## src/rtl/mbssoc_int_collector_if.sv

```systemverilog
// Interface bundling the interrupt lines, the distributor handshake and the config bus
// of mbssoc_int_collector; the collector sits on the slave side.
interface mbssoc_int_collector_if #(
    parameter int NUM_SRC = 7
);
    logic [NUM_SRC-1:0] irq_in;
    logic [NUM_SRC-1:0] int_ack;
    logic [NUM_SRC-1:0] int_vec;
    logic               cfg_we;
    logic [1:0]         cfg_addr;
    logic [NUM_SRC-1:0] cfg_wdata;
    logic [NUM_SRC-1:0] cfg_rdata;
    logic [NUM_SRC-1:0] overflow;

    modport master (
        output irq_in, int_ack, cfg_we, cfg_addr, cfg_wdata,
        input  int_vec, cfg_rdata, overflow
    );

    modport slave (
        input  irq_in, int_ack, cfg_we, cfg_addr, cfg_wdata,
        output int_vec, cfg_rdata, overflow
    );
endinterface

```

## src/rtl/mbssoc_int_collector.sv

```systemverilog
// Interrupt collector: synchronises device lines, latches edge/level events per source,
// queues edge bursts and presents masked pending events to the interrupt distributor.
module mbssoc_int_collector #(
    parameter int NUM_SRC   = 7,
    parameter int CNT_WIDTH = 4
) (
    input  logic                 clk,
    input  logic                 rst,
    mbssoc_int_collector_if.slave bus
);
    typedef enum logic [1:0] {
        ST_IDLE     = 2'd0,
        ST_PEND     = 2'd1,
        ST_GAP      = 2'd2,
        ST_WAIT_REL = 2'd3
    } state_t;

    localparam logic [CNT_WIDTH-1:0] CNT_MAX = '1;
    localparam logic [CNT_WIDTH-1:0] CNT_ONE = CNT_WIDTH'(1);

    logic [NUM_SRC-1:0]   r_s1, r_s2, r_s3;
    logic [NUM_SRC-1:0]   r_ack_d;
    logic [NUM_SRC-1:0]   r_mask, r_mode, r_ovf;
    state_t               r_state [NUM_SRC];
    logic [CNT_WIDTH-1:0] r_cnt   [NUM_SRC];

    logic [NUM_SRC-1:0] w_edge, w_lvl, w_pend, w_vec, w_ack_hon;
    logic [NUM_SRC-1:0] w_force, w_cnt_inc, w_ovf_set;
    logic               w_wr_mask, w_wr_mode, w_wr_pend, w_wr_ovf;

    assign w_edge    = r_s2 & ~r_s3;
    assign w_lvl     = r_s2;
    assign w_wr_mask = bus.cfg_we && (bus.cfg_addr == 2'd0);
    assign w_wr_mode = bus.cfg_we && (bus.cfg_addr == 2'd1);
    assign w_wr_pend = bus.cfg_we && (bus.cfg_addr == 2'd2);
    assign w_wr_ovf  = bus.cfg_we && (bus.cfg_addr == 2'd3);

    // A PENDING W1C or a changed MODE bit overrides everything else for that source.
    assign w_force   = (w_wr_pend ? bus.cfg_wdata : '0)
                     | (w_wr_mode ? (bus.cfg_wdata ^ r_mode) : '0);
    assign w_vec     = w_pend & ~r_mask;
    assign w_ack_hon = bus.int_ack & ~r_ack_d & w_vec;

    always_comb begin
        w_pend    = '0;
        w_cnt_inc = '0;
        w_ovf_set = '0;
        for (int i = 0; i < NUM_SRC; i++) begin
            w_pend[i] = (r_state[i] == ST_PEND);
            // Edges are only queued while an event is already outstanding.
            if (!w_force[i] && r_mode[i] && w_edge[i] &&
                ((r_state[i] == ST_PEND) || (r_state[i] == ST_GAP))) begin
                w_cnt_inc[i] = (r_cnt[i] != CNT_MAX);
                w_ovf_set[i] = (r_cnt[i] == CNT_MAX);
            end
        end
    end

    always_ff @(posedge clk or posedge rst) begin
        if (rst) begin
            r_s1    <= '0;
            r_s2    <= '0;
            r_s3    <= '0;
            r_ack_d <= '0;
            r_mask  <= '1;
            r_mode  <= '1;
            r_ovf   <= '0;
            for (int i = 0; i < NUM_SRC; i++) begin
                r_state[i] <= ST_IDLE;
                r_cnt[i]   <= '0;
            end
        end else begin
            r_s1    <= bus.irq_in;
            r_s2    <= r_s1;
            r_s3    <= r_s2;
            r_ack_d <= bus.int_ack;
            if (w_wr_mask) r_mask <= bus.cfg_wdata;
            if (w_wr_mode) r_mode <= bus.cfg_wdata;
            r_ovf <= (r_ovf & ~(w_wr_ovf ? bus.cfg_wdata : '0)) | w_ovf_set;

            for (int i = 0; i < NUM_SRC; i++) begin
                if (w_force[i]) begin
                    r_state[i] <= ST_IDLE;
                    r_cnt[i]   <= '0;
                end else begin
                    case (r_state[i])
                        ST_IDLE: begin
                            if (r_mode[i] ? w_edge[i] : w_lvl[i]) r_state[i] <= ST_PEND;
                        end
                        ST_PEND: begin
                            if (w_cnt_inc[i]) r_cnt[i] <= r_cnt[i] + CNT_ONE;
                            if (w_ack_hon[i]) r_state[i] <= r_mode[i] ? ST_GAP : ST_WAIT_REL;
                        end
                        ST_GAP: begin
                            // An edge landing in the gap is presented directly, so the count nets out.
                            if (w_cnt_inc[i]) begin
                                r_state[i] <= ST_PEND;
                            end else if (r_cnt[i] != '0) begin
                                r_cnt[i]   <= r_cnt[i] - CNT_ONE;
                                r_state[i] <= ST_PEND;
                            end else begin
                                r_state[i] <= ST_IDLE;
                            end
                        end
                        ST_WAIT_REL: begin
                            if (!w_lvl[i]) r_state[i] <= ST_IDLE;
                        end
                        default: r_state[i] <= ST_IDLE;
                    endcase
                end
            end
        end
    end

    assign bus.int_vec  = w_vec;
    assign bus.overflow = r_ovf;

    always_comb begin
        bus.cfg_rdata = '0;
        case (bus.cfg_addr)
            2'd0:    bus.cfg_rdata = r_mask;
            2'd1:    bus.cfg_rdata = r_mode;
            2'd2:    bus.cfg_rdata = w_pend;
            default: bus.cfg_rdata = r_ovf;
        endcase
    end
endmodule

```

## src/flat_wrapper.sv

```systemverilog
// flat-port wrapper written by rule: the top's interface ports become plain ports
module mbssoc_int_collector_flat 
#(
    parameter int NUM_SRC   = 7,
    parameter int CNT_WIDTH = 4
)
  (clk, rst, bus_irq_in, bus_int_ack, bus_cfg_we, bus_cfg_addr, bus_cfg_wdata, bus_int_vec, bus_cfg_rdata, bus_overflow);
  mbssoc_int_collector_if #(.NUM_SRC(NUM_SRC)) bus_i ();
  input  logic clk;
  input  logic rst;
  input wire logic [$bits(bus_i.irq_in)-1:0] bus_irq_in;
  input wire logic [$bits(bus_i.int_ack)-1:0] bus_int_ack;
  input wire logic [$bits(bus_i.cfg_we)-1:0] bus_cfg_we;
  input wire logic [$bits(bus_i.cfg_addr)-1:0] bus_cfg_addr;
  input wire logic [$bits(bus_i.cfg_wdata)-1:0] bus_cfg_wdata;
  output wire logic [$bits(bus_i.int_vec)-1:0] bus_int_vec;
  output wire logic [$bits(bus_i.cfg_rdata)-1:0] bus_cfg_rdata;
  output wire logic [$bits(bus_i.overflow)-1:0] bus_overflow;
  assign bus_i.irq_in = bus_irq_in;
  assign bus_i.int_ack = bus_int_ack;
  assign bus_i.cfg_we = bus_cfg_we;
  assign bus_i.cfg_addr = bus_cfg_addr;
  assign bus_i.cfg_wdata = bus_cfg_wdata;
  assign bus_int_vec = bus_i.int_vec;
  assign bus_cfg_rdata = bus_i.cfg_rdata;
  assign bus_overflow = bus_i.overflow;
  mbssoc_int_collector #(.NUM_SRC(NUM_SRC), .CNT_WIDTH(CNT_WIDTH)) u_core (.clk(clk), .rst(rst), .bus(bus_i));
endmodule
```

## config.mk

```make
export PLATFORM = sky130hd
export DESIGN_NAME = mbssoc_int_collector_flat
export DESIGN_NICKNAME = d
export VERILOG_FILES = /design/src/rtl/mbssoc_int_collector_if.sv /design/src/rtl/mbssoc_int_collector.sv /design/src/flat_wrapper.sv
export SDC_FILE = /design/constraint.sdc
export NUM_CORES = 1
export LEC_CHECK = 0
export ABC_CLOCK_PERIOD_IN_PS = 7900
export BUFFER_PORTS_ARGS = -buffer_cell sky130_fd_sc_hd__buf_2
export CAP_MARGIN = 20
export CORE_MARGIN = 10
export CORE_UTILIZATION = 65
export CTS_CLUSTER_DIAMETER = 60
export DETAILED_ROUTE_END_ITERATION = 16
export GPL_TIMING_DRIVEN = 1
export PLACE_DENSITY = 0.95
export SLEW_MARGIN = 40
export SYNTH_ARGS = -nofsm -noshare
export SYNTH_HDL_FRONTEND = slang
export SYNTH_SLANG_ARGS = --single-unit
```

## constraint.sdc

```tcl
create_clock -name clk -period 7.9 [get_ports clk]
set_clock_uncertainty 0.15 [all_clocks]
set_input_delay 1.975 -clock clk [delete_from_list [all_inputs] [get_ports clk]]
set_output_delay 1.975 -clock clk [all_outputs]
set_load 0.05 [all_outputs]
```

==> metrics.txt <==
VDD IR max 0.167 mV; First-pass DRT Iterations 7; post-synthesis compound-gate area fraction 0.148; Synth top area share 0.336; post_cts resized 0; Clk pwr share 0.193; post-CTS setup repair buffer count 0; Die W 114 um; CTS Hold Bufs 0; die area 0.0130 sq mm; MaxCap Viol Count 0; top cells by area, synth dfrtp_1, ha_1, dfstp_2, mux2_1, inv_1; Post-Synth XOR/XNOR Area 0.0168; critical path endpoint category output pin; mux share of post-synthesis cell area 0.0861; clock net sink count 91; Mapped Area 0.00573 sq mm; CTS tree built; Skew-Pair Late Insertion Delay 380 ps; DRT iter0 DRCs 334; Switch Pwr 0.887 mW; wire length of the first global-routing pass 22,100 um; RSZ-0062 raised after global routing false; Die Height 114 um; Final min period 5350 ps; Synth area leader dfrtp_1; vias in the first global route 4,592; via/cell ratio 6.51; area occupied by multi-input gates 0.00317 sq mm; crit start category input port; setup violators final 0; Internal 1.21 mW; Syn-to-layout area delta 9.46%; Fin. Hold Viols 0; Synth Area in Simple Gates 0.171; Leak 2.87 nW; Worst Path Arrival 3230 ps; drt drc 0; initial antenna violation count 1; fmax 187 MHz; PwrDens 334 mW/mm^2; total power draw 2.09 mW; row cnt 34; main combinational cell family by area after synthesis simple AND/OR/NAND/NOR gates; Via Count 4,427; Top Ports 47; wire per inst 19.1 um; initial cell density of the core 0.663; Synth cell types 56; Required @ worst endpoint 5780 ps; pin slew with the least headroom to its limit 729 ps; Hold Path Class reg2reg; Synthesis Warnings 0; fin nets 648; Rel. slew slack 0.514; Reg power frac 0.356; Comb pwr share 0.451; total gr overflow 0; syn nets 607; CP max FO 20; fraction of registers with async set/reset 1.00; status complete, no violations; fillcell total 538; clock slew at reported path FFs 80 ps; Synth Register Bits 91; largest net degree at the start of global routing 60; Syn Area/Cell 10.9 sq um; All-Layer GR Usage 0.205; DPL Wire Length 9170 um; GP Congestion 0.918; register area 0.00229 sq mm; final cell count without fillers 680; Post-Synth Adder-Cell Area 0.132; number of instances in the placed design 663; Core Area 0.00864 sq mm; CTS H-tree depth 3; IO buf count 46; Final period util 0.678; Post-Syn Instances 525; number of synthesized flops with an enable pin 0; share of cells above drive strength 1 0.186; Pins Over Slew Limit 0; antenna viol nets, final 0; Inserted Clock Buffers 9; critical path class in2out; CTS root buf clkbuf_8; area post-placement 0.00601 sq mm; Setup TNS Final 0 ps; switching part of the total 0.424; CTS Buffer Depth 2; Final Instance Area 0.00627 sq mm; post-synthesis sequential area ratio 0.401; Post-synth top flop dfrtp_1; final wirelength 13,000 um
==> cell families after synthesis <==
group | Yosys count
adders and majority gates | 56
buffers and inverters | 62
DFF | 91
muxes | 38
xor gates and xnor gates | 11
AOI/OAI and AO/OA | 112
and+or+nand+nor | 155
==> layer usage <==
layer  vias to the layer above  global-route usage  wire [um]
met2                       168               0.358       6690
met1                      2190               0.233       5130
met5                         -                   0          0
li1                       2023                   -          -
met4                         0               0.101        420
met3                        46              0.0415        718
==> cell type report <==
type	count	area share
clock inverters	5	0.0172
well taps	108	0.0216
clock buffers	11	0.0242
inverters	45	0.0271
multi-input cells	372	0.506
flip-flops and latches	91	0.366
repair buffers	47	0.0379
diodes	1	0.000399
==> worst max-delay path, stage by stage <==
cell	delay (ps)
buf_2	400
mux4_2	600
buf_2	240
==> synthesized netlist by cell type (3+ instances only) <==
| master | count |
|---|---|
| dfrtp_1 | 77 |
| ha_1 | 49 |
| inv_1 | 44 |
| a21oi_1 | 30 |
| nor3_1 | 23 |
| nand3_1 | 20 |
| nor2_1 | 20 |
| nand2_1 | 18 |
| mux2_1 | 17 |
| o21ai_0 | 15 |
| dfstp_2 | 14 |
| mux2i_1 | 14 |
| and4_1 | 12 |
| nor2b_1 | 10 |
| a211oi_1 | 9 |
| nand4_1 | 9 |
| or3b_1 | 9 |
| and4b_1 | 8 |
| a21bo_1 | 7 |
| a222oi_1 | 7 |
| clkbuf_1 | 7 |
| fa_1 | 7 |
| a211oi_2 | 6 |
| buf_2 | 6 |
| mux4_2 | 6 |
| nand4bb_1 | 6 |
| xnor2_1 | 6 |
| a211o_1 | 5 |
| and3_1 | 5 |
| o31ai_1 | 5 |
| xor2_1 | 5 |
| o21a_1 | 4 |
| o21bai_1 | 4 |
| o41ai_1 | 4 |
| a21o_1 | 3 |
| a22oi_1 | 3 |
| a31oi_2 | 3 |
| nand3b_1 | 3 |
| o41ai_2 | 3 |
==> through the flow <==
stage | utilization | hold WS, ps | setup WS [ps]
after floorplan | - | 181 | 2650
after global placement | 0.696 | 182 | 2580
after detailed placement | 0.696 | 186 | 2560
after CTS | 0.726 | 207 | 2530
after global routing | 0.726 | 213 | 2510
final | 0.726 | 204 | 2550
==> state kept, by name, indices dropped and copies added, names as in the netlist <==
signal               cells
u_core.r_s2              7
u_core.r_mode            7
u_core.r_cnt            28
u_core.r_mask            7
u_core.r_s3              7
u_core.r_ack_d           7
u_core.r_state          14
u_core.bus.overflow      7
u_core.r_s1              7
==> power by group through the flow <==
stage	Clock, mW	Combinational, mW	Sequential, mW
2_1_floorplan	0	0.732	0.710
3_3_place_gp	0	0.858	0.729
3_5_place_dp	0	0.927	0.744
4_1_cts	0.408	0.942	0.739
5_1_grt	0.426	1.05	0.765
6_report	0.404	0.945	0.744
==> worst paths after layout <==
path                                            to               from  slack, ps  cells past startpoint
worst min register to register      u_core.r_s2[1]     u_core.r_s1[1]        200                      0
worst min-delay path                u_core.r_s2[1]     u_core.r_s1[1]        200                      0
worst max-delay path              bus_cfg_rdata[5]    bus_cfg_addr[0]       2550                      3
min in group asynchronous          u_core.r_cnt[1]                rst       1480                      2
max in group asynchronous       u_core.r_state[11]                rst       5000                      3
worst max register to register     u_core.r_cnt[3]  u_core.r_state[0]       5580                      7
==> cells in the final DEF, fill, tap and decap left out, types with 4 or more instances in the layout <==
master / instances
o21bai_1: 4
mux4_2: 6
inv_1: 43
clkbuf_8: 11
a222oi_1: 7
and4b_1: 8
and4_1: 12
a21oi_1: 30
ha_1: 49
o21ai_0: 15
nand2_1: 18
or3b_1: 9
a211oi_2: 6
nor2_1: 20
a211oi_1: 9
nand4_1: 9
mux2i_1: 14
xor2_1: 5
nand3_1: 20
o41ai_1: 4
nor3_1: 23
buf_2: 46
a21bo_1: 7
fa_1: 7
and3_1: 5
dfrtp_1: 77
xnor2_1: 6
dfstp_2: 14
o21a_1: 4
o31ai_1: 5
nand4bb_1: 6
mux2_1: 17
nor2b_1: 10
a211o_1: 5
Note: power is estimated with default switching activity, not from simulation.
